<file path="config.mk">
export PLATFORM = sky130hd
export DESIGN_NAME = disp_timing_gen_flat
export DESIGN_NICKNAME = d
export VERILOG_FILES = /design/src/rtl/disp_timing_gen_pkg.sv /design/src/rtl/disp_timing_gen_if.sv /design/src/rtl/disp_timing_gen_delay_line.sv /design/src/rtl/disp_timing_gen.sv /design/src/flat_wrapper.sv
export SDC_FILE = /design/constraint.sdc
export NUM_CORES = 1
export LEC_CHECK = 0
export BUFFER_PORTS_ARGS = -buffer_cell sky130_fd_sc_hd__buf_2
export CELL_PAD_IN_SITES_DETAIL_PLACEMENT = 1
export CELL_PAD_IN_SITES_GLOBAL_PLACEMENT = 1
export CORE_UTILIZATION = 40
export CTS_CLUSTER_SIZE = 12
export DETAILED_ROUTE_END_ITERATION = 6
export PLACE_DENSITY = 0.8
export RECOVER_POWER = 50
export SKIP_CTS_REPAIR_TIMING = 1
export SLEW_MARGIN = 25
export SYNTH_ARGS = -nofsm -noshare
export SYNTH_HDL_FRONTEND = slang
export SYNTH_SLANG_ARGS = --single-unit
</file>
<file path="constraint.sdc">
create_clock -name clk_disp -period 2.3 [get_ports clk_disp]
set_input_delay 0.345 -clock clk_disp [delete_from_list [all_inputs] [get_ports clk_disp]]
set_output_delay 0.345 -clock clk_disp [all_outputs]
set_load 0.005 [all_outputs]
</file>
<file path="src/rtl/disp_timing_gen_pkg.sv">
// Shared types and helpers for the display timing generator: pattern codes,
// the pipelined control bundle and the colour-bar lookup.
package disp_timing_gen_pkg;

    typedef enum logic [1:0] {
        PAT_EXT    = 2'd0,
        PAT_BARS   = 2'd1,
        PAT_SOLID  = 2'd2,
        PAT_BORDER = 2'd3
    } pat_sel_e;

    localparam int unsigned NUM_BARS = 8;

    typedef struct packed {
        logic req;
        logic hs;
        logic vs;
        logic fb;
        logic lb;
    } ctrl_t;

    // Bar colour as per-channel on/off {R,G,B}: white, yellow, cyan, green, magenta, red, blue, black
    function automatic logic [2:0] bar_rgb(input logic [2:0] idx);
        logic [2:0] rgb;
        case (idx)
            3'd0:    rgb = 3'b111;
            3'd1:    rgb = 3'b110;
            3'd2:    rgb = 3'b011;
            3'd3:    rgb = 3'b010;
            3'd4:    rgb = 3'b101;
            3'd5:    rgb = 3'b100;
            3'd6:    rgb = 3'b001;
            default: rgb = 3'b000;
        endcase
        return rgb;
    endfunction

endpackage

</file>
<file path="src/rtl/disp_timing_gen_if.sv">
// Pixel-source and display-side signals of the timing generator.
interface disp_timing_gen_if #(
    parameter int unsigned R_W    = 8,
    parameter int unsigned G_W    = 8,
    parameter int unsigned B_W    = 8,
    parameter int unsigned ADDR_W = 12
);
    localparam int unsigned PIX_W = R_W + G_W + B_W;

    logic [1:0]        Pattern_Sel;
    logic [PIX_W-1:0]  Solid_Color;
    logic [PIX_W-1:0]  Data_In;
    logic              DataReq;
    logic [ADDR_W-1:0] H_Addr;
    logic [ADDR_W-1:0] V_Addr;
    logic              Disp_Hs;
    logic              Disp_Vs;
    logic              Disp_De;
    logic [R_W-1:0]    Disp_Red;
    logic [G_W-1:0]    Disp_Green;
    logic [B_W-1:0]    Disp_Blue;
    logic              Frame_Begin;
    logic              Line_Begin;

    modport master (
        input  Pattern_Sel, Solid_Color, Data_In,
        output DataReq, H_Addr, V_Addr, Disp_Hs, Disp_Vs, Disp_De,
               Disp_Red, Disp_Green, Disp_Blue, Frame_Begin, Line_Begin
    );

    modport slave (
        output Pattern_Sel, Solid_Color, Data_In,
        input  DataReq, H_Addr, V_Addr, Disp_Hs, Disp_Vs, Disp_De,
               Disp_Red, Disp_Green, Disp_Blue, Frame_Begin, Line_Begin
    );

endinterface

</file>
<file path="src/rtl/disp_timing_gen_delay_line.sv">
// WIDTH x DEPTH shift register with synchronous clear; DEPTH=0 degenerates to a wire.
module disp_timing_gen_delay_line #(
    parameter int unsigned WIDTH = 1,
    parameter int unsigned DEPTH = 1
) (
    input  logic             clk,
    input  logic             rst,
    input  logic [WIDTH-1:0] din,
    output logic [WIDTH-1:0] dout
);

    generate
        if (DEPTH == 0) begin : g_wire
            logic unused_clk_rst;
            assign unused_clk_rst = clk ^ rst;
            assign dout = din;
        end else begin : g_shift
            logic [WIDTH-1:0] stage_q [DEPTH];
            logic [WIDTH-1:0] stage_d [DEPTH];

            always_comb begin
                stage_d[0] = din;
                for (int unsigned i = 1; i < DEPTH; i++) begin
                    stage_d[i] = stage_q[i-1];
                end
            end

            always_ff @(posedge clk) begin
                if (rst) begin
                    for (int unsigned i = 0; i < DEPTH; i++) begin
                        stage_q[i] <= '0;
                    end
                end else begin
                    stage_q <= stage_d;
                end
            end

            assign dout = stage_q[DEPTH-1];
        end
    endgenerate

endmodule

</file>
<file path="src/rtl/disp_timing_gen.sv">
// Display timing generator: counters, request stage, pattern generation and
// a latency-matched output register so sync, DE and RGB leave aligned.
module disp_timing_gen
    import disp_timing_gen_pkg::*;
#(
    parameter int unsigned H_ACTIVE = 1280,
    parameter int unsigned H_FP     = 110,
    parameter int unsigned H_SYNC   = 40,
    parameter int unsigned H_BP     = 220,
    parameter int unsigned V_ACTIVE = 720,
    parameter int unsigned V_FP     = 5,
    parameter int unsigned V_SYNC   = 5,
    parameter int unsigned V_BP     = 20,
    parameter int unsigned HS_POL   = 1,
    parameter int unsigned VS_POL   = 1,
    parameter int unsigned RD_LAT   = 0,
    parameter int unsigned R_W      = 8,
    parameter int unsigned G_W      = 8,
    parameter int unsigned B_W      = 8,
    parameter int unsigned ADDR_W   = 12
) (
    input  logic              clk_disp,
    input  logic              rst_p,
    disp_timing_gen_if.master bus
);

    localparam int unsigned H_TOTAL = H_SYNC + H_BP + H_ACTIVE + H_FP;
    localparam int unsigned V_TOTAL = V_SYNC + V_BP + V_ACTIVE + V_FP;
    localparam int unsigned H_START = H_SYNC + H_BP;
    localparam int unsigned H_END   = H_START + H_ACTIVE;
    localparam int unsigned V_START = V_SYNC + V_BP;
    localparam int unsigned V_END   = V_START + V_ACTIVE;
    localparam int unsigned BAR_W   = H_ACTIVE / NUM_BARS;
    localparam int unsigned PIX_W   = R_W + G_W + B_W;

    logic [ADDR_W-1:0] hcnt_q, hcnt_d, vcnt_q, vcnt_d;
    pat_sel_e          mode_q, mode_d, s1_mode_q;
    logic              s1_req_q, s1_req_d;
    logic [ADDR_W-1:0] s1_haddr_q, s1_haddr_d, s1_vaddr_q, s1_vaddr_d;
    logic              s1_hs_q, s1_hs_d, s1_vs_q, s1_vs_d, s1_fb_q, s1_fb_d, s1_lb_q, s1_lb_d;
    logic [ADDR_W-1:0] bar_cnt_q, bar_cnt_d;
    logic [2:0]        bar_idx_q, bar_idx_d;
    logic              out_de_q, out_de_d, out_hs_q, out_hs_d, out_vs_q, out_vs_d;
    logic              out_fb_q, out_fb_d, out_lb_q, out_lb_d;
    logic [PIX_W-1:0]  out_rgb_q, out_rgb_d;

    logic              line_end, frame_end, h_act, v_act, border, pat_ext;
    logic [2:0]        bar;
    logic [PIX_W-1:0]  pat_pix;
    ctrl_t             ctrl_s1, ctrl_dl;
    logic [PIX_W:0]    pix_s1, pix_dl;

    // Raster counters, mode capture and request-stage decode
    always_comb begin
        line_end  = (hcnt_q == ADDR_W'(H_TOTAL - 1));
        frame_end = line_end && (vcnt_q == ADDR_W'(V_TOTAL - 1));
        hcnt_d    = line_end ? '0 : hcnt_q + ADDR_W'(1);
        vcnt_d    = vcnt_q;
        if (line_end) begin
            vcnt_d = (vcnt_q == ADDR_W'(V_TOTAL - 1)) ? '0 : vcnt_q + ADDR_W'(1);
        end
        mode_d = frame_end ? pat_sel_e'(bus.Pattern_Sel) : mode_q;

        h_act      = (hcnt_q >= ADDR_W'(H_START)) && (hcnt_q < ADDR_W'(H_END));
        v_act      = (vcnt_q >= ADDR_W'(V_START)) && (vcnt_q < ADDR_W'(V_END));
        s1_req_d   = h_act && v_act;
        s1_haddr_d = s1_req_d ? hcnt_q - ADDR_W'(H_START) : '0;
        s1_vaddr_d = s1_req_d ? vcnt_q - ADDR_W'(V_START) : '0;
        s1_hs_d    = (hcnt_q < ADDR_W'(H_SYNC));
        s1_vs_d    = (vcnt_q < ADDR_W'(V_SYNC));
        s1_fb_d    = (hcnt_q == '0) && (vcnt_q == '0);
        s1_lb_d    = (hcnt_q == '0);

        // Bar index tracks the column by counting BAR_W pixels; the last bar takes the remainder
        bar_cnt_d = '0;
        bar_idx_d = '0;
        if (h_act && (hcnt_q != ADDR_W'(H_START))) begin
            if ((bar_cnt_q == ADDR_W'(BAR_W - 1)) && (bar_idx_q != 3'(NUM_BARS - 1))) begin
                bar_idx_d = bar_idx_q + 3'd1;
            end else begin
                bar_cnt_d = bar_cnt_q + ADDR_W'(1);
                bar_idx_d = bar_idx_q;
            end
        end
    end

    // Pattern pixel for the pixel held in the request stage
    always_comb begin
        border  = (s1_haddr_q == '0) || (s1_haddr_q == ADDR_W'(H_ACTIVE - 1)) ||
                  (s1_vaddr_q == '0) || (s1_vaddr_q == ADDR_W'(V_ACTIVE - 1));
        bar     = bar_rgb(bar_idx_q);
        pat_ext = 1'b0;
        pat_pix = '0;
        case (s1_mode_q)
            PAT_EXT:    pat_ext = 1'b1;
            PAT_BARS:   pat_pix = {{R_W{bar[2]}}, {G_W{bar[1]}}, {B_W{bar[0]}}};
            PAT_SOLID:  pat_pix = bus.Solid_Color;
            PAT_BORDER: begin
                if (border) pat_pix = '1;
                else        pat_ext = 1'b1;
            end
            default:    pat_ext = 1'b1;
        endcase
        ctrl_s1 = '{req: s1_req_q, hs: s1_hs_q, vs: s1_vs_q, fb: s1_fb_q, lb: s1_lb_q};
        pix_s1  = {pat_ext, pat_pix};
    end

    disp_timing_gen_delay_line #(.WIDTH($bits(ctrl_t)), .DEPTH(RD_LAT)) u_ctrl_dl (
        .clk  (clk_disp),
        .rst  (rst_p),
        .din  (ctrl_s1),
        .dout (ctrl_dl)
    );

    disp_timing_gen_delay_line #(.WIDTH(PIX_W + 1), .DEPTH(RD_LAT)) u_pix_dl (
        .clk  (clk_disp),
        .rst  (rst_p),
        .din  (pix_s1),
        .dout (pix_dl)
    );

    // Output stage: merge delayed pattern with source data arriving RD_LAT cycles after the request
    always_comb begin
        out_de_d  = ctrl_dl.req;
        out_hs_d  = ctrl_dl.hs ~^ 1'(HS_POL);
        out_vs_d  = ctrl_dl.vs ~^ 1'(VS_POL);
        out_fb_d  = ctrl_dl.fb;
        out_lb_d  = ctrl_dl.lb;
        out_rgb_d = '0;
        if (ctrl_dl.req) begin
            out_rgb_d = pix_dl[PIX_W] ? bus.Data_In : pix_dl[PIX_W-1:0];
        end
    end

    always_ff @(posedge clk_disp) begin
        if (rst_p) begin
            hcnt_q     <= '0;
            vcnt_q     <= '0;
            mode_q     <= pat_sel_e'(bus.Pattern_Sel);
            s1_mode_q  <= PAT_EXT;
            s1_req_q   <= 1'b0;
            s1_haddr_q <= '0;
            s1_vaddr_q <= '0;
            s1_hs_q    <= 1'b0;
            s1_vs_q    <= 1'b0;
            s1_fb_q    <= 1'b0;
            s1_lb_q    <= 1'b0;
            bar_cnt_q  <= '0;
            bar_idx_q  <= '0;
            out_de_q   <= 1'b0;
            out_hs_q   <= ~1'(HS_POL);
            out_vs_q   <= ~1'(VS_POL);
            out_fb_q   <= 1'b0;
            out_lb_q   <= 1'b0;
            out_rgb_q  <= '0;
        end else begin
            hcnt_q     <= hcnt_d;
            vcnt_q     <= vcnt_d;
            mode_q     <= mode_d;
            s1_mode_q  <= mode_q;
            s1_req_q   <= s1_req_d;
            s1_haddr_q <= s1_haddr_d;
            s1_vaddr_q <= s1_vaddr_d;
            s1_hs_q    <= s1_hs_d;
            s1_vs_q    <= s1_vs_d;
            s1_fb_q    <= s1_fb_d;
            s1_lb_q    <= s1_lb_d;
            bar_cnt_q  <= bar_cnt_d;
            bar_idx_q  <= bar_idx_d;
            out_de_q   <= out_de_d;
            out_hs_q   <= out_hs_d;
            out_vs_q   <= out_vs_d;
            out_fb_q   <= out_fb_d;
            out_lb_q   <= out_lb_d;
            out_rgb_q  <= out_rgb_d;
        end
    end

    assign bus.DataReq     = s1_req_q;
    assign bus.H_Addr      = s1_haddr_q;
    assign bus.V_Addr      = s1_vaddr_q;
    assign bus.Disp_De     = out_de_q;
    assign bus.Disp_Hs     = out_hs_q;
    assign bus.Disp_Vs     = out_vs_q;
    assign bus.Frame_Begin = out_fb_q;
    assign bus.Line_Begin  = out_lb_q;
    assign bus.Disp_Red    = out_rgb_q[PIX_W-1 -: R_W];
    assign bus.Disp_Green  = out_rgb_q[G_W+B_W-1 -: G_W];
    assign bus.Disp_Blue   = out_rgb_q[B_W-1:0];

endmodule

</file>
<file path="src/flat_wrapper.sv">
// flat-port wrapper written by rule: the top's interface ports become plain ports
module disp_timing_gen_flat import disp_timing_gen_pkg::*;
#(
    parameter int unsigned H_ACTIVE = 1280,
    parameter int unsigned H_FP     = 110,
    parameter int unsigned H_SYNC   = 40,
    parameter int unsigned H_BP     = 220,
    parameter int unsigned V_ACTIVE = 720,
    parameter int unsigned V_FP     = 5,
    parameter int unsigned V_SYNC   = 5,
    parameter int unsigned V_BP     = 20,
    parameter int unsigned HS_POL   = 1,
    parameter int unsigned VS_POL   = 1,
    parameter int unsigned RD_LAT   = 0,
    parameter int unsigned R_W      = 8,
    parameter int unsigned G_W      = 8,
    parameter int unsigned B_W      = 8,
    parameter int unsigned ADDR_W   = 12
)
  (clk_disp, rst_p, bus_Pattern_Sel, bus_Solid_Color, bus_Data_In, bus_DataReq, bus_H_Addr, bus_V_Addr, bus_Disp_Hs, bus_Disp_Vs, bus_Disp_De, bus_Disp_Red, bus_Disp_Green, bus_Disp_Blue, bus_Frame_Begin, bus_Line_Begin);
  disp_timing_gen_if #(.R_W(R_W), .G_W(G_W), .B_W(B_W), .ADDR_W(ADDR_W)) bus_i ();
  input  logic clk_disp;
  input  logic rst_p;
  input wire logic [$bits(bus_i.Pattern_Sel)-1:0] bus_Pattern_Sel;
  input wire logic [$bits(bus_i.Solid_Color)-1:0] bus_Solid_Color;
  input wire logic [$bits(bus_i.Data_In)-1:0] bus_Data_In;
  output wire logic [$bits(bus_i.DataReq)-1:0] bus_DataReq;
  output wire logic [$bits(bus_i.H_Addr)-1:0] bus_H_Addr;
  output wire logic [$bits(bus_i.V_Addr)-1:0] bus_V_Addr;
  output wire logic [$bits(bus_i.Disp_Hs)-1:0] bus_Disp_Hs;
  output wire logic [$bits(bus_i.Disp_Vs)-1:0] bus_Disp_Vs;
  output wire logic [$bits(bus_i.Disp_De)-1:0] bus_Disp_De;
  output wire logic [$bits(bus_i.Disp_Red)-1:0] bus_Disp_Red;
  output wire logic [$bits(bus_i.Disp_Green)-1:0] bus_Disp_Green;
  output wire logic [$bits(bus_i.Disp_Blue)-1:0] bus_Disp_Blue;
  output wire logic [$bits(bus_i.Frame_Begin)-1:0] bus_Frame_Begin;
  output wire logic [$bits(bus_i.Line_Begin)-1:0] bus_Line_Begin;
  assign bus_i.Pattern_Sel = bus_Pattern_Sel;
  assign bus_i.Solid_Color = bus_Solid_Color;
  assign bus_i.Data_In = bus_Data_In;
  assign bus_DataReq = bus_i.DataReq;
  assign bus_H_Addr = bus_i.H_Addr;
  assign bus_V_Addr = bus_i.V_Addr;
  assign bus_Disp_Hs = bus_i.Disp_Hs;
  assign bus_Disp_Vs = bus_i.Disp_Vs;
  assign bus_Disp_De = bus_i.Disp_De;
  assign bus_Disp_Red = bus_i.Disp_Red;
  assign bus_Disp_Green = bus_i.Disp_Green;
  assign bus_Disp_Blue = bus_i.Disp_Blue;
  assign bus_Frame_Begin = bus_i.Frame_Begin;
  assign bus_Line_Begin = bus_i.Line_Begin;
  disp_timing_gen #(.H_ACTIVE(H_ACTIVE), .H_FP(H_FP), .H_SYNC(H_SYNC), .H_BP(H_BP), .V_ACTIVE(V_ACTIVE), .V_FP(V_FP), .V_SYNC(V_SYNC), .V_BP(V_BP), .HS_POL(HS_POL), .VS_POL(VS_POL), .RD_LAT(RD_LAT), .R_W(R_W), .G_W(G_W), .B_W(B_W), .ADDR_W(ADDR_W)) u_core (.clk_disp(clk_disp), .rst_p(rst_p), .bus(bus_i));
endmodule
</file>
==> summary.md, run 1 <==
| Metric | Value |
|---|---|
| # IOs | `106` |
| Kind of critical path | `flop to flop` |
| Setup TNS | `0 ps` |
| Via count | `3971` |
| Routed WL per cell | `15.0 µm` |
| Number of port buffers | `105` |
| Distinct cells, synth | `44` |
| CTS tree | `built` |
| Antenna Cells | `0` |
| Area share of the largest cell type after synthesis | `44.4%` |
| Critical path data required time | `2590 ps` |
| Post-Synthesis Cell Area | `4470 µm²` |
| Area delta synth->final | `21.1%` |
| Post-synth EDFFs | `2` |
| # nets final | `697` |
| Met1 Track Usage GR | `24.4%` |
| Worst EP arrival | `2420 ps` |
| Tightest Pin Transition | `608 ps` |
| Status | `completed` |
| Post-route ant nets | `0` |
| Leakage | `2.30 nW` |
| Largest fanout on the critical path | `5` |
| Die outline width | `108 µm` |
| Hold Fails Final Rpt | `0` |
| DRT iter0 DRCs | `187` |
| Vias/cell | `5.18` |
| Clk slew on worst S/H paths | `90 ps` |
| DRC | `0` |
| Core Area | `10800 µm²` |
| Sequential share of the synthesized area | `45.7%` |
| Initial Util | `41.2%` |
| Antenna violations before repair | `0` |
| Detailed Route WL | `11.5 mm` |
| Post-layout min period | `2130 ps` |
| Synth Flop Type | `dfxtp_1` |
| Max Fclk | `469 MHz` |
| Fin. max-slew vios | `0` |
| Worst hold margin | `158 ps` |
| GR met2 Demand/Resource | `37.1%` |
| Max_slew headroom | `59.4%` |
| Clock skew | `13.4 ps` |
| Root Buffer | `clkbuf_8` |
| Syn_area_per_cell | `8.72 µm²` |
| Post-synth top area cell | `dfxtp_1` |
| GRT busiest layer | `met2` |
| Max IR drop VDD | `353 µV` |
| Die Height | `108 µm` |
| Clock Sinks | `101` |
| FF+latch count, synth | `101` |
| Die area | `11600 µm²` |
| Vias in the first global route | `4022` |
| Clock buffer count from CTS | `9` |
| Startpoint Class | `flop` |
| First-pass GRT wire length | `19.1 mm` |
| Final setup viols | `0` |
| Power Density | `593 nW/µm²` |
| Synth Net Count | `587` |
| Gr ovfl total | `0` |
| CTS H-tree lvls | `3` |
| CTS Buffer Depth | `2` |
| Fin crit share | `92.7%` |
| Most frequent cells in the layout | `99 x dfxtp_1, 74 x nor2_1, 70 x buf_2` |
| Class of the worst hold path | `input pin to flop` |
| Gr usage total | `20.7%` |
| Mapped Cells | `512` |
| Placed wire-length estimate | `8.58 mm` |
| Most common cell after layout, fill and taps aside | `dfxtp_1` |
| Synth area leaders | `dfxtp_1 44%, ha_1 6.4%, nor2_1 6.2%` |
| Max Cap Viol | `0` |
| Setup crit end kind | `flop` |
| Layout cells sized above 1 | `18.5%` |
| First drt pass iteration count | `4` |
| Row cnt | `38` |
| YS warnings | `0` |
| Largest net degree at the start of global routing | `26` |
| Unrepaired setup endpoints after global routing | `false` |
| Fill count | `1345` |
| Fraction of registers with async set/reset | `0%` |
| Power, Total | `0.00321 W` |
| GPL Wtd Cong | `0.849` |
| Grt met3 use | `5.02%` |
| Clk_lat worst skew | `360 ps` |
-- path summary, 6_finish.rpt --
path,from,to,slack (ps),cells past startpoint
min,bus_Pattern_Sel[1],u_core.mode_q[1]$_DFFE_PP_,160,1
min reg2reg,u_core.s1_hs_q$_SDFF_PP0_,u_core.bus.Disp_Hs$_SDFF_PP0_,450,1
max reg2reg,u_core.hcnt_q[0]$_SDFF_PP0_,u_core.vcnt_q[10]$_SDFFE_PP0P_,170,7
max,u_core.hcnt_q[0]$_SDFF_PP0_,u_core.vcnt_q[10]$_SDFFE_PP0P_,170,7
-- worst max-delay path, cell delays in order, from the launching register on --
cell     delay [ps]
dfxtp_1         410
ha_1            200
nand2_1          50
or3_1           360
nor4_4          250
nand4_1         230
or3_1           380
a21oi_1         180
-- report_power, final --
| group | internal, W | total (W) | switching, W |
|---|---|---|---|
| clock | 0.000626 | 0.00121 | 0.000583 |
| sequential | 0.00177 | 0.00178 | 0.00000933 |
| combinational | 0.0000987 | 0.000219 | 0.000120 |
-- stage by stage --
step,cells,utilization (%),setup slack [ps],cell area [µm²]
after floorplan,512,-,191,4470
after global placement,750,48.1,217,5210
after detailed placement,750,48.1,134,5210
after CTS,765,50.1,128,5430
after global routing,766,49.9,0.951,5410
final,766,49.9,168,5410
-- cell families (layout without fill, tap and decap cells) --
kind of cell    count (synthesis)  after routing  synth area share (%)
compound gates                 82             82                  10.1
xor+xnor                       45             45                  8.82
fa+ha+maj                      23             23                  6.44
buf+inv                        43            157                  3.92
flops                         101            101                  45.7
mux                             4              4                 0.896
simple gates                  214            214                  24.1
-- synth_stat cells, drive strengths merged, types with 10 or more instances --
library cell	n
a21oi	33
and3	10
clkbuf	20
dfxtp	99
ha	23
inv	17
nand2	43
nand3	18
nor2	74
o21ai	38
xnor2	24
xor2	21
-- cell type report --
| cell class | count | area, µm² | share of cell area [%] |
|---|---|---|---|
| clock buffer | 13 | 180 | 3.33 |
| sequential | 101 | 2040 | 37.8 |
| multi-input combinational | 368 | 2260 | 41.9 |
| tap | 140 | 175 | 3.24 |
| clock inverter | 2 | 38.8 | 0.717 |
| inverter | 17 | 63.8 | 1.18 |
| timing repair buffer | 125 | 644 | 11.9 |
-- flip-flops by register name, summed over array words and instances, names as in the netlist, 2 cells and up --
register / cells
u_core.out_rgb_q: 24
u_core.mode_q: 2
u_core.bus.H_Addr: 12
u_core.bus.V_Addr: 12
u_core.s1_mode_q: 2
u_core.vcnt_q: 12
u_core.bar_cnt_q: 12
u_core.hcnt_q: 12
u_core.bar_idx_q: 3
-- metal layers --
layer  up-vias  share of wire, %
li1       1936                 -
met1      1925                42
met2        98                52
met3        12               4.8
met4         0              0.84
met5         -                 0
(Power assumes the default switching activity.)
==> inputs of run 2 (changes only) <==
- CORE_ASPECT_RATIO: default -> 1.2
==> run 2 against run 1 <==
Compared with the run above: the flow now finishes with violations (DRC); utilization up 1.9 points; flip-flop and latch count unchanged; via count down 0.40%; total power up 9.4%; maximum frequency down 0.67%.
==> summary.md, run 2 (synthesized netlist as in run 1, its figures left out) <==
| Metric | Value |
|---|---|
| Status | `finished with violations` |
| Failing checks | `DRC` |
| Placed cell count | `743 (-0.93%)` |
| Most flop-heavy register | `u_core.out_rgb_q` |
| Initial Util | `41.9% (+0.66 points)` |
| Clk_lat worst skew | `340 ps (-20 ps)` |
| CP max stage cell | `or3_1` |
| Via count | `3955 (-0.40%)` |
| CTS Buffer Depth | `2 (unchanged)` |
| Max Cap Viol | `0 (unchanged)` |
| Fill count | `1333 (-0.89%)` |
| CTS tree | `built` |
| Root Buffer | `clkbuf_16` |
| Fin crit share | `93.3% (+0.63 points)` |
| DRT iter0 DRCs | `107 (-43%)` |
| Placed wire-length estimate | `8.90 mm (+3.7%)` |
| Largest net degree at the start of global routing | `26 (unchanged)` |
| Clock buffer count from CTS | `9 (unchanged)` |
| Most frequent cells in the layout | `99 x dfxtp_1, 84 x buf_2, 74 x nor2_1` |
| Die outline width | `98.5 µm (-8.6%)` |
| Clock skew | `9.21 ps (-4.17 ps)` |
| Tightest Pin Transition | `671 ps (+63.7 ps)` |
| Worst hold margin | `178 ps (+20.2 ps)` |
| Max IR drop VDD | `318 µV (-9.7%)` |
| Fin. max-slew vios | `0 (unchanged)` |
| CTS H-tree lvls | `3 (unchanged)` |
| Worst EP arrival | `2430 ps (about the same)` |
| Max_slew headroom | `55.2% (-4.2 points)` |
| Buffers & Inverters on Critical Path | `1 (+1)` |
| Clk slew on worst S/H paths | `70 ps (-20 ps)` |
| Detailed Route WL | `12.1 mm (+4.6%)` |
| Largest fanout on the critical path | `6 (+1)` |
| Number of port buffers | `105 (unchanged)` |
| Gr ovfl total | `0 (unchanged)` |
| # nets final | `700 (+0.43%)` |
| Kind of critical path | `flop to flop` |
| Final Non-Filler Cells | `759 (-0.91%)` |
| Cell mode on critical path | `or3_1` |
| Power Density | `636 nW/µm² (+7.2%)` |
| Routed WL per cell | `15.9 µm (+5.6%)` |
| Crit path cell chain | `inv_1, ha_1, nand2_1, or3_1, nor4_4, nand4_1, or3_1, a21oi_1` |
| First-pass GRT wire length | `19.9 mm (+4.6%)` |
| Row cnt | `41 (+7.9%)` |
| Layout cells sized above 1 | `21.3% (+2.7 points)` |
| Antenna Cells | `0 (unchanged)` |
| # IOs | `106 (unchanged)` |
| Class of the worst hold path | `input pin to flop` |
| First drt pass iteration count | `6 (+2)` |
| Setup crit end kind | `flop` |
| Gr usage total | `21.4% (+0.74 points)` |
| Die area | `11600 µm² (about the same)` |
| Vias/cell | `5.21 (+0.52%)` |
| GPL Wtd Cong | `0.794 (-6.4%)` |
| Hold Fails Final Rpt | `0 (unchanged)` |
| Core Area | `10700 µm² (-1.6%)` |
| Startpoint Class | `flop` |
| CP max stage delay | `370 ps (-40 ps)` |
| Post-layout min period | `2150 ps (+14.4 ps)` |
| Final setup viols | `0 (unchanged)` |
| Max reg flops | `24 (unchanged)` |
| Vias in the first global route | `4205 (+4.5%)` |
| Die Height | `118 µm (+9.4%)` |
| Delay-heaviest family, CP | `simple AND/OR/NAND/NOR gates` |
| Most common cell after layout, fill and taps aside | `dfxtp_1` |
| Clock Sinks | `101 (unchanged)` |
| Leakage | `2.41 nW (+5.2%)` |
| Max Fclk | `466 MHz (-0.67%)` |
| Critical path data required time | `2580 ps (about the same)` |
| DRC | `13 (+13)` |
| Area delta synth->final | `23.6%` |
| Post-route ant nets | `0 (unchanged)` |
| Antenna violations before repair | `0 (unchanged)` |
## run 2: changes by cell type in the layout (fill, tap and decap cells not counted), sizes merged
cell	previous run	this run
clkinv	1	4
buf	91	107
clkbuf	47	32
## run 2: layout make-up
cell class | count | area (µm²) | area share, %
Clock buffer | 11 | 243 | 4.40
Inverter | 17 | 63.8 | 1.16
Timing Repair Buffer | 128 | 684 | 12.4
Tap cell | 129 | 161 | 2.92
Multi-Input combinational cell | 368 | 2280 | 41.2
Clock inverter | 5 | 50.0 | 0.907
Sequential cell | 101 | 2040 | 37.0
## run 2: per-layer routing
metal,GRT usage [%],part of all wire [%],wire length [µm]
met1,22.6,39,4650
met2,41.9,55,6680
met3,3.56,4.3,518
met4,7.56,1.7,209
met5,0,0,0
## run 2: stage by stage
| stage | TNS, ps | util, % | worst slack (ps) | power, W | cell area (µm²) |
|---|---|---|---|---|---|
| final | 0 | 51.7 | 153 | 0.00351 | 5520 |
| after CTS | -38.7 | 51.8 | -21.6 | 0.00354 | 5530 |
| after floorplan | 0 | - | 191 | 0.00193 | 4470 |
| after global routing | -12.4 | 51.7 | -7.12 | 0.00364 | 5520 |
| after global placement | 0 | 49.1 | 175 | 0.00204 | 5230 |
| after detailed placement | 0 | 49.1 | 53.0 | 0.00204 | 5230 |
## run 2: power by group
part / internal [W] / switching [W] / leakage, nW
logic: 0.0000987 / 0.000121 / 1.45
registers: 0.00177 / 0.0000102 / 0.819
clock network: 0.000866 / 0.000641 / 0.149
## run 2: path summary, 6_finish.rpt
path | from | cells past startpoint | end | slack [ps]
max | u_core.hcnt_q[2]$_SDFF_PP0_ | 8 | u_core.vcnt_q[6]$_SDFFE_PP0P_ | 150
min reg2reg | u_core.s1_vs_q$_SDFF_PP0_ | 1 | u_core.bus.Disp_Vs$_SDFF_PP0_ | 440
min | bus_Pattern_Sel[0] | 1 | u_core.mode_q[0]$_DFFE_PP_ | 180
max reg2reg | u_core.hcnt_q[2]$_SDFF_PP0_ | 8 | u_core.vcnt_q[6]$_SDFFE_PP0P_ | 150
==> inputs of run 3 (changes only) <==
- ABC_AREA: default -> 1
- CORE_UTILIZATION: 40 -> 36
- PLACE_DENSITY: 0.8 -> 0.77
- clock period: 2.3 -> 1.9 ns (I/O delays scaled with it)
==> run 3 against run 2 <==
Compared with the run above: the run now ends clean; wire length is 15% higher; total power is 28% higher; sequential share of layout area is 5.7 points lower; flip-flop and latch count stayed put; clock-buffer cell count is 2 lower; maximum frequency is 22% higher; final cell count is 44% higher; utilization is 6.6 points lower; hold slack worse by 78 ps; largest power group unchanged; highest routed layer unchanged.
==> summary.md, run 3 <==
| Metric | Value |
|---|---|
| FF-to-FF path depth | `12 (+4)` |
| Antenna violations before repair | `0 (unchanged)` |
| Post-synthesis compound-gate area fraction | `5.11% (-5.0 points)` |
| Area share of the largest cell type after synthesis | `36.8% (-7.6 points)` |
| Post-layout min period | `1760 ps (-389 ps)` |
| Comb pwr share | `9.2% (+2.9 points)` |
| Largest net degree at the start of global routing | `26 (unchanged)` |
| Synth Net Count | `848 (+44%)` |
| Mux cell area share after synthesis | `0% (-0.90 points)` |
| Most common cell in the netlist | `nand2_1` |
| Unrepaired setup endpoints after global routing | `false` |
| Max reg flops | `24 (unchanged)` |
| Worst EP arrival | `2050 ps (-380 ps)` |
| Main combinational cell family by area after synthesis | `simple AND/OR/NAND/NOR gates` |
| Endpoint, Worst Hold | `u_core.mode_q[1]$_DFFE_PP_` |
| CTS H-tree lvls | `3 (unchanged)` |
| DRC | `0 (-13)` |
| Critical path data required time | `2200 ps (-380 ps)` |
| Post-Synthesis Cell Area | `5390 µm² (+21%)` |
| Vias/cell | `4.51 (-14%)` |
| Fin. max-slew vios | `0 (unchanged)` |
| Clock Sinks | `101 (unchanged)` |
| Largest fanout on the critical path | `12 (+6)` |
| Die Height | `136 µm (+15%)` |
| Core Area | `14500 µm² (+36%)` |
| GPL Wtd Cong | `0.875 (+10%)` |
| Root Buffer | `clkbuf_16` |
| Post-synthesis simple-gate area fraction | `34.2% (+10 points)` |
| Synth Area in Adders | `5.34% (-1.1 points)` |
| Max IR drop VDD | `421 µV (+32%)` |
| Power share of the clock group | `43.1% (+0.2 points)` |
| Via count | `4920 (+24%)` |
| Total internal power | `0.00335 W (+22%)` |
| Sequential share of the synthesized area | `37.9% (-7.8 points)` |
| First drt pass iteration count | `4 (-2)` |
| Synth Area in XOR/XNOR | `5.85% (-3.0 points)` |
| Setup TNS | `0 ps (unchanged)` |
| Hold Fails Final Rpt | `0 (unchanged)` |
| WHS Path Cells | `1 (unchanged)` |
| # IOs | `106 (unchanged)` |
| First-pass GRT wire length | `23.0 mm (+15%)` |
| Most flop-heavy register | `u_core.out_rgb_q` |
| Class of the worst hold path | `input pin to flop` |
| CTS tree | `built` |
| Reg power frac | `47.7% (-3.1 points)` |
| Antenna Cells | `0 (unchanged)` |
| Setup crit end kind | `flop` |
| Gr usage total | `18.9% (-2.6 points)` |
| Max_slew headroom | `61.9% (+6.7 points)` |
| Clk slew on worst S/H paths | `80 ps (about the same)` |
| Gr ovfl total | `0 (unchanged)` |
| Post-route ant nets | `0 (unchanged)` |
| Die outline width | `114 µm (+15%)` |
| Placed wire-length estimate | `10.6 mm (+19%)` |
| Post-synth EDFFs | `2 (unchanged)` |
| Clock buffer count from CTS | `9 (unchanged)` |
| Sw power | `0.00116 W (+50%)` |
| R2R Setup Slk | `140 ps (about the same)` |
| Max Fclk | `569 MHz (+22%)` |
| Area delta synth->final | `21.3%` |
| Routed WL per cell | `12.7 µm (-20%)` |
| Vias in the first global route | `4918 (+17%)` |
| Tightest Pin Transition | `570 ps (-102 ps)` |
| Leakage | `3.21 nW (+33%)` |
| Detailed Route WL | `13.9 mm (+15%)` |
| Max Cap Viol | `0 (unchanged)` |
| # nets final | `962 (+37%)` |
| FF-to-FF End | `u_core.bus.H_Addr[1]$_SDFF_PP0_` |
| Distinct cells, synth | `41 (-6.8%)` |
| Clock skew | `6.91 ps (-2.30 ps)` |
| Reg2reg start | `u_core.vcnt_q[0]$_SDFFE_PP0P_` |
| Fin crit share | `92.5% (-0.80 points)` |
| Initial Util | `37.2% (-4.6 points)` |
| Number of port buffers | `105 (unchanged)` |
| Final setup viols | `0 (unchanged)` |
| DRT iter0 DRCs | `164 (+53%)` |
| Layout cells sized above 1 | `18.4% (-2.9 points)` |
| HP Start | `bus_Pattern_Sel[1]` |
| Status | `completed` |
| CTS Buffer Depth | `2 (unchanged)` |
| Startpoint Class | `flop` |
| Synth area leaders | `dfxtp_1 37%, nand2_1 12%, inv_1 8.8%` |
| FF+latch count, synth | `101 (unchanged)` |
| Mapped Cells | `773 (+51%)` |
| YS warnings | `0 (unchanged)` |
| Most frequent cells in the layout | `180 x nand2_1, 126 x inv_1, 110 x nor2_1` |
| Syn_area_per_cell | `6.97 µm² (-20%)` |
| Clk_lat worst skew | `360 ps (+20 ps)` |
| Commonest cells in the netlist | `179 x nand2_1, 126 x inv_1, 110 x nor2_1` |
| Die area | `15500 µm² (+33%)` |
| Fraction of registers with async set/reset | `0% (unchanged)` |
| Synth Flop Type | `dfxtp_1` |
| Row cnt | `48 (+17%)` |
| Sw frac | `25.7% (+3.7 points)` |
| Layout Utilization | `45.2% (-6.6 points)` |
| Kind of critical path | `flop to flop` |
| Most common cell after layout, fill and taps aside | `nand2_1` |
| Post-synth top area cell | `dfxtp_1` |
| Power Density | `690 nW/µm² (+8.5%)` |
run 3: cell types whose count changed after synthesis, moves of 18 or more:
cell	previous run	this run
nand2_1	43	179
inv_1	17	126
nor2_1	74	110
nand3_1	17	48
o21ai_0	38	7
xnor2_1	24	6
run 3: routing by layer:
| layer | share of wire, % | global-route usage (%) | up-vias |
|---|---|---|---|
| li1 | - | - | 2575 |
| met1 | 46 | 23.1 | 2235 |
| met2 | 48 | 33.1 | 94 |
| met3 | 3.9 | 2.76 | 16 |
| met4 | 1.8 | 7.53 | 0 |
| met5 | 0 | 0 | - |
run 3: worst max path at each step:
stage	startpoint	endpoint	slack [ps]
2_1_floorplan	u_core.vcnt_q[0]$_SDFFE_PP0P_	u_core.bus.H_Addr[11]$_SDFF_PP0_	190
3_3_place_gp	u_core.hcnt_q[3]$_SDFF_PP0_	u_core.mode_q[1]$_DFFE_PP_	160
3_5_place_dp	u_core.hcnt_q[3]$_SDFF_PP0_	u_core.mode_q[0]$_DFFE_PP_	140
4_1_cts	u_core.hcnt_q[3]$_SDFF_PP0_	u_core.mode_q[0]$_DFFE_PP_	120
5_1_grt	u_core.vcnt_q[0]$_SDFFE_PP0P_	u_core.bus.V_Addr[1]$_SDFF_PP0_	20
6_report	u_core.vcnt_q[0]$_SDFFE_PP0P_	u_core.bus.H_Addr[1]$_SDFF_PP0_	140
run 3: area by class of cell:
type | count | area, µm²
clock buffers | 9 | 225
clock inverters | 7 | 82.6
fillers | 1925 | 7940
inverters | 136 | 514
multi-input cells | 516 | 2720
flip-flops and latches | 101 | 2040
well taps | 200 | 250
repair buffers | 123 | 701
run 3: critical path, cell delays in order, from the launching register on:
cell	delay [ps]
dfxtp_1	370
inv_1	110
ha_1	240
nand2_2	90
inv_2	50
nor2_2	90
nor2_1	70
o311ai_1	100
nand3_2	150
nor2_4	140
inv_4	60
buf_12	140
nor2_1	90
run 3: cell families (layout without fill, tap and decap cells):
kind of cell	Yosys count	after routing
XOR/XNOR	36	36
buffers and inverters	156	275
adder cells (fa/ha/maj)	23	23
flip-flops	101	101
AO/OA/AOI/OAI	49	49
AND/OR/NAND/NOR	408	408
run 3: power groups by stage:
stage	registers (W)	logic (W)	clock network [W]
3_3_place_gp	0.00220	0.000417	0
2_1_floorplan	0.00220	0.000262	0
4_1_cts	0.00215	0.000424	0.00201
6_report	0.00215	0.000414	0.00194
3_5_place_dp	0.00220	0.000419	0
5_1_grt	0.00216	0.000479	0.00208
run 3: through the flow:
step	cells	instance area (µm²)	hold WS (ps)	power, W	setup slack (ps)
after floorplan	773	5390	363	0.00247	194
after global placement	1076	6260	392	0.00262	164
after detailed placement	1076	6260	405	0.00262	139
after CTS	1092	6570	89.1	0.00458	119
after global routing	1092	6540	91.9	0.00471	24.3
final	1092	6540	101	0.00451	142
